[config.mk]
export PLATFORM = sky130hd
export DESIGN_NAME = quadrilatero_sa_dispatcher
export DESIGN_NICKNAME = d
export VERILOG_FILES = /design/src/rtl/quadrilatero_sa_dispatcher.sv
export SDC_FILE = /design/constraint.sdc
export NUM_CORES = 1
export LEC_CHECK = 0
export CAP_MARGIN = 10
export CORE_MARGIN = 3
export CORE_UTILIZATION = 40
export CTS_BUF_LIST = sky130_fd_sc_hd__clkbuf_8 sky130_fd_sc_hd__clkbuf_16
export CTS_CLUSTER_DIAMETER = 150
export DETAILED_ROUTE_END_ITERATION = 7
export PLACE_DENSITY = 0.71
export SYNTH_ARGS = -nofsm -noshare
export SYNTH_HDL_FRONTEND = slang
export SYNTH_SLANG_ARGS = --single-unit
[constraint.sdc]
create_clock -name clk_i -period 3.9 [get_ports clk_i]
set_input_delay 0.78 -clock clk_i [delete_from_list [all_inputs] [get_ports clk_i]]
set_output_delay 0.78 -clock clk_i [all_outputs]
set_load 0.005 [all_outputs]
[src/rtl/quadrilatero_sa_dispatcher.sv]
// quadrilatero_sa_dispatcher: RAW/saturation hazard gate with registered push into the SA issue queue
module quadrilatero_sa_dispatcher #(
  parameter int N_REGS = 8,
  parameter int MAX_INFLIGHT = 3,
  parameter int INSTR_WIDTH = 32,
  localparam int RW = $clog2(N_REGS),
  localparam int CW = $clog2(MAX_INFLIGHT + 1)
) (
  input  logic                   clk_i,
  input  logic                   rst_ni,
  input  logic                   instr_valid_i,
  output logic                   instr_ready_o,
  input  logic [INSTR_WIDTH-1:0] instr_i,
  input  logic [RW-1:0]          rd_i,
  input  logic [RW-1:0]          rs1_i,
  input  logic [RW-1:0]          rs2_i,
  input  logic                   issue_queue_full_i,
  output logic                   dispatch_o,
  output logic [INSTR_WIDTH-1:0] dispatched_instr_o,
  input  logic                   finish_i,
  input  logic [RW-1:0]          finish_rd_i,
  input  logic                   drain_i,
  output logic                   idle_o,
  output logic                   err_o
);
  logic [CW-1:0] cnt [N_REGS];
  logic [N_REGS-1:0] inc, dec;
  logic hazard, accept, all_zero;
  always_comb begin
    hazard = cnt[rs1_i] != '0 || cnt[rs2_i] != '0 || cnt[rd_i] == CW'(MAX_INFLIGHT);
    instr_ready_o = !drain_i && !issue_queue_full_i && !hazard;
    accept = instr_valid_i && instr_ready_o;
    all_zero = 1'b1;
    for (int i = 0; i < N_REGS; i++) begin
      inc[i] = accept && rd_i == RW'(i);
      dec[i] = finish_i && finish_rd_i == RW'(i) && cnt[i] != '0;
      all_zero = all_zero && cnt[i] == '0;
    end
    idle_o = all_zero && !dispatch_o;
  end
  always_ff @(posedge clk_i or negedge rst_ni) begin
    if (!rst_ni) begin
      for (int i = 0; i < N_REGS; i++) cnt[i] <= '0;
      dispatch_o <= 1'b0;
      dispatched_instr_o <= '0;
      err_o <= 1'b0;
    end else begin
      for (int i = 0; i < N_REGS; i++) cnt[i] <= cnt[i] + CW'(inc[i]) - CW'(dec[i]);
      dispatch_o <= accept;
      if (accept) dispatched_instr_o <= instr_i;
      if (finish_i && cnt[finish_rd_i] == '0) err_o <= 1'b1;
    end
  end
endmodule

Word-level counts from Yosys, hierarchy flattened
Index checks and enable logic that the tools add are counted.
- register bits: 50
- bits in latches: 0
- memory bits (writable): 0
- ROM bits: 0
- bits of input ports: 50
- output and inout bits: 36
- word-level logic and storage cells: 125
- memories kept: 0
- $add $sub $neg: 16
- $mul: 0
- divide/modulo/power cells: 0
- order comparisons: 4
- eq/ne operators: 15
- shift operators: 0
- multiplexer cells: 12
- bitwise gates (word level): 4
- reduce and logical (&&, ||, !) cells: 63
- operators with widths (kind ; number):
    $logic_and 1x1->1 ; 36
    $bmux 2 s3 ; 4
    $eq 3x3->1 const B ; 8
    $reduce_bool 2->1 ; 10
    $logic_not 2->1 ; 9
    $add 2x1->2 ; 8
    $ge 4x4->1 const B ; 4
    $mux 2 ; 8
    $not 3->4 ; 4
    $sub 2x1->2 ; 8
    $eq 3x2->1 const B ; 4
    $eq 3x1->1 const B ; 2
    $logic_not 3->1 ; 2
    $logic_not 1->1 ; 4
    $eq 2x2->1 const B ; 1
    $logic_or 1x1->1 ; 2

Logic depth before layout (Yosys ltp)
- depth in word-level cells: 13
- gate-level depth with buffers: 12
- gate-level depth less buffers: 10

Worst setup path after synthesis
No wires, ideal clock.
- path type: input to register
- start: input rs2_i[1]
- end: register cnt[5] (netlist name)
- library setup time: 0.123 ns
- arrival: 3.011 ns
- required time: 3.777 ns
- slack: 0.766 ns
- stages on the path: 10
- buffers on the path: 0
- cells stage by stage: nor4_2 -> a311oi_1 -> a2111o_1 -> nor4_4 -> or3b_1 -> ha_1 -> inv_1 -> ha_1 -> xnor2_1 -> xnor2_1
- cells in the longest elaborated chain, start to end: 13
- ends and longest elaborated chain (item ; line ; RTL):
    start, declared ; 16 ; input logic [RW-1:0] rs2_i,
    $not 3->4 (implied by the code) ; 30 ; hazard = cnt[rs1_i] != '0 || cnt[rs2_i] != '0 || cnt[rd_i] == CW'(MAX_INFLIGHT);
    $bmux 2 s3 ; 30 ;
    $mux 2 (implied by the code) (2 in series) ; 30 ;
    $reduce_bool 2->1 ; 30 ;
    $logic_or 1x1->1 (2 in series) ; 30 ;
    $logic_not 1->1 ; 31 ; instr_ready_o = !drain_i && !issue_queue_full_i && !hazard;
    $logic_and 1x1->1 ; 31 ;
    $logic_and 1x1->1 ; 32 ; accept = instr_valid_i && instr_ready_o;
    $logic_and 1x1->1 ; 35 ; inc[i] = accept && rd_i == RW'(i);
    $add 2x1->2 ; 48 ; for (int i = 0; i < N_REGS; i++) cnt[i] <= cnt[i] + CW'(inc[i]) - CW'(dec[i]);
    $sub 2x1->2 ; 48 ;
    end, declared ; 26 ; logic [CW-1:0] cnt [N_REGS];
No other way between the ends. The select of a mux whose other input is x is not followed.
A chain may end at the register's enable or synchronous reset.

Worst setup path in the final report
- start: input rs2_i[1]
- end: output instr_ready_o
- cells in the longest elaborated chain, start to end: 9
- ends and longest elaborated chain (item ; line ; RTL):
    $not 3->4 (implied by the code) ; 30 ;
    $bmux 2 s3 ; 30 ;
    $mux 2 (implied by the code) (2 in series) ; 30 ;
    $reduce_bool 2->1 ; 30 ;
    $logic_or 1x1->1 (2 in series) ; 30 ;
    $logic_not 1->1 ; 31 ;
    $logic_and 1x1->1 ; 31 ;
    end, declared ; 12 ; output logic instr_ready_o,
No other way between the ends. The select of a mux whose other input is x is not followed.

==> impl_metrics.tcl <==
set metrics [dict create \
    slew_violations 0 \
    yosysWarnings 0 \
    area_growth_pct 39.7 \
    final_nets 362 \
    crit_cells 7 \
    synthCells 203 \
    grt-ovfl-total 0 \
    finalCriticalPeriod_ns 3.77 \
    rows 29 \
    drtAntennaViolNets 0 \
    r2r_cells 10 \
    wl_per_cell_um 16.1 \
    seqPwrFrac_pct 41.6 \
    diodes 0 \
    place.gp.congestion 0.822 \
    switching_share_pct 29.3 \
    grt_pass1_wl_um 9880 \
    power.leakage_nw 1.61 \
    crit_required_ns 3.12 \
    cts_setup_buffers 0 \
    synth_edf_count 0 \
    setup_viol 0 \
    status "finished, final reports clean" \
    path_cells "clkdlybuf4s50_1, nor4b_2, a31oi_1, a2111o_1, nor2_1, nor3b_1, clkdlybuf4s50_1" \
    grt.busiest_layer "met2" \
    fin_crit_sh_pct 96.6 \
    met2_usage_pct 26.1 \
    comb_power_share_pct 42.7 \
    antenna_found_initial 0 \
    power.density_mw_per_mm2 614 \
    synth_top_area_cell "dfrtp_1" \
    syn-cell-area_mm2 0.00267 \
    post_synth_num_cell_types 36 \
    tightestPinTransition_ns 0.627 \
    synth_seq_cells 50 \
    syn-num-nets 269 \
    p_sw_w 0.000669 \
    drt_iter0_drc 74 \
    fillCellCount 530 \
    core-area_mm2 0.00639 \
    holdPathStages 1 \
    clkTransAtPathRegs_ns 0.09 \
    numPortBuffers 85 \
    drt-total-wl_um 6010 \
    critPathKind "primary input to output pin" \
    die_width_um 87.6 \
    die_h_um 87.6 \
    tns_ns 0 \
    htreeDepth 2 \
    critPathMaxStageDelay_ns 0.56 \
    drc 0 \
    start_util_pct 41.7 \
    cts_tree "built" \
    finalHoldViolations 0 \
    first_global_vias 1997 \
    ir_drop_uv 352 \
    rsz0062_at_grt "no" \
    p_int_w 0.00162 \
    holdCritPathClass "flip-flop to flip-flop" \
    dieArea_mm2 0.00768 \
    slowest_stage "clkdlybuf4s50_1" \
    cpMostUsedCell "clkdlybuf4s50_1" \
    critPathLaunchType "primary input" \
    hpwl_um 4590 \
    path_max_fanout 4 \
    synthFlopType "dfrtp_1" \
    async_reset_ff_share_pct 100 \
    worst_clock_skew_ns 0.00811 \
    dr.pass1.iters 4 \
    clock.fmax_mhz 265 \
    grt_start_max_net_pins 33 \
    groute.usage.overall_pct 16.3 \
    drt-vias-per-instance 5.09 \
    clockBufferDepth 2 \
    synth_area_leaders "dfrtp_1 47%, mux2_4 17%, ha_1 7.5%, xnor2_1 5.3%, mux4_1 2.0%" \
    crit_buf_inv 2 \
    cts_sinks 50 \
    clockRootBuffer "clkbuf_8" \
    relSlewSlack_pct 58.2 \
    layoutNonFillerInstCount 374 \
    clkLatencyLatePin_ns 0.30 \
    numCtsBuffers 5 \
    vias 1904 \
    syn_avg_cell_area_um2 13.1 \
    met1_usage_pct 22.5 \
    synth_top_area_share_pct 46.9 \
    critPathTopFamily "buffers and inverters" \
    maxCapViolations 0 \
    use_met3_pct 4.05 \
    end_kind "output pin" \
    yosysSeqAreaShare_pct 46.9 \
    pin_count 86 \
    dp.cells 366 \
    cp.arrival_ns 2.99 \
    clkPwrFrac_pct 15.7 \
    final_layout_size_suffix_gt1_share_pct 17.2 \
]
==> synth_stat cells, types with 3 or more instances <==
library cell and instances:
nand3b_1 3, dfrtp_1 50, nand2_1 9, mux2_4 30, nor3b_1 4, buf_6 4
inv_1 11, nor3_1 6, nor4_1 5, xnor2_1 16, ha_1 16, nand3_1 4
nor2_1 13
==> layout make-up <==
type                       count  area [um^2]  share of cell area [%]
inverter                      11         41.3                    1.11
sequential                    50         1250                    33.6
clock buffer                   5         68.8                    1.85
timing repair buffer          92          898                    24.1
clock inverter                 3         41.3                    1.11
multi-input combinational    136         1330                    35.6
tap                           77         96.3                    2.59
==> cell families (layout without fill, tap and decap cells) <==
| kind of cell | count (synthesis) | count (layout) | share of synthesized area [%] |
|---|---|---|---|
| flops | 50 | 50 | 46.9 |
| buf+inv | 17 | 111 | 3.52 |
| compound gates | 10 | 10 | 2.68 |
| fa+ha+maj | 16 | 16 | 7.51 |
| simple gates | 58 | 58 | 12.7 |
| mux | 36 | 36 | 21.4 |
| xor+xnor | 16 | 16 | 5.26 |
==> placed cells by master (no fill, tap or decap), drive strengths merged, types with 5 or more instances in the layout <==
cell type,Yosys,final
buf,4,8
clkbuf,2,5
clkdlybuf4s50,0,84
dfrtp,50,50
ha,16,16
inv,11,12
mux2,32,32
nand2,9,9
nor2,13,13
nor3,6,6
nor4,7,7
xnor2,16,16
==> stage by stage <==
stage	setup WS (ns)	cell area (um^2)	power (W)	util, %	hold slack [ns]
finish	0.131	3720	0.00229	58.3	0.480
CTS	0.142	3720	0.00231	58.2	0.487
global route	0.0129	3720	0.00244	58.3	0.524
global placement	0.167	3610	0.00191	56.5	0.470
detailed placement	0.163	3610	0.00194	56.5	0.462
floorplan	0.766	2670	0.00141	-	0.464
==> path summary, 6_finish.rpt <==
path | start | endpoint | slack, ns
max | rs2_i[1] | instr_ready_o | 0.13
min | err_o | err_o | 0.48
max reg2reg | cnt[6] | cnt[5] | 1.03
min reg2reg | err_o | err_o | 0.48
max in group asynchronous | rst_ni | cnt[6] | 2.66
min in group asynchronous | rst_ni | dispatched_instr_o[18] | 0.49
==> flip-flops by register name, summed over array words and instances, names as in the netlist <==
signal / flops
cnt: 16
dispatch_o: 1
dispatched_instr_o: 32
err_o: 1
==> power by group through the flow <==
stage                     clock network (W)  registers (W)  logic [W]
final                              0.000358       0.000951   0.000977
after global routing               0.000394       0.000986    0.00106
after CTS                          0.000373       0.000950   0.000988
after detailed placement                  0       0.000958   0.000981
after global placement                    0       0.000947   0.000965
after floorplan                           0       0.000946   0.000467
==> per-layer routing <==
layer  up-vias  wire length [um]  share of wire, %
met3         6               469               7.8
li1        906                 -                 -
met1       919              2740                46
met2        73              2740                46
met4         0                61               1.0
met5         -                 0                 0
==> worst reg2reg max path: cells and delay by family (launching register included) <==
kind | cells | cell delay, ns
fa+ha+maj | 2 | 0.46
compound gates | 2 | 0.63
flops | 1 | 0.42
simple gates | 3 | 0.95
xor+xnor | 2 | 0.31
buf+inv | 1 | 0.04
==> what timing repair did <==
item,in CTS,in global routing
setup endpoints to repair,0,1
hold buffers,0,0
gates resized for setup,0,1
Note: power is estimated with default switching activity, not from simulation.
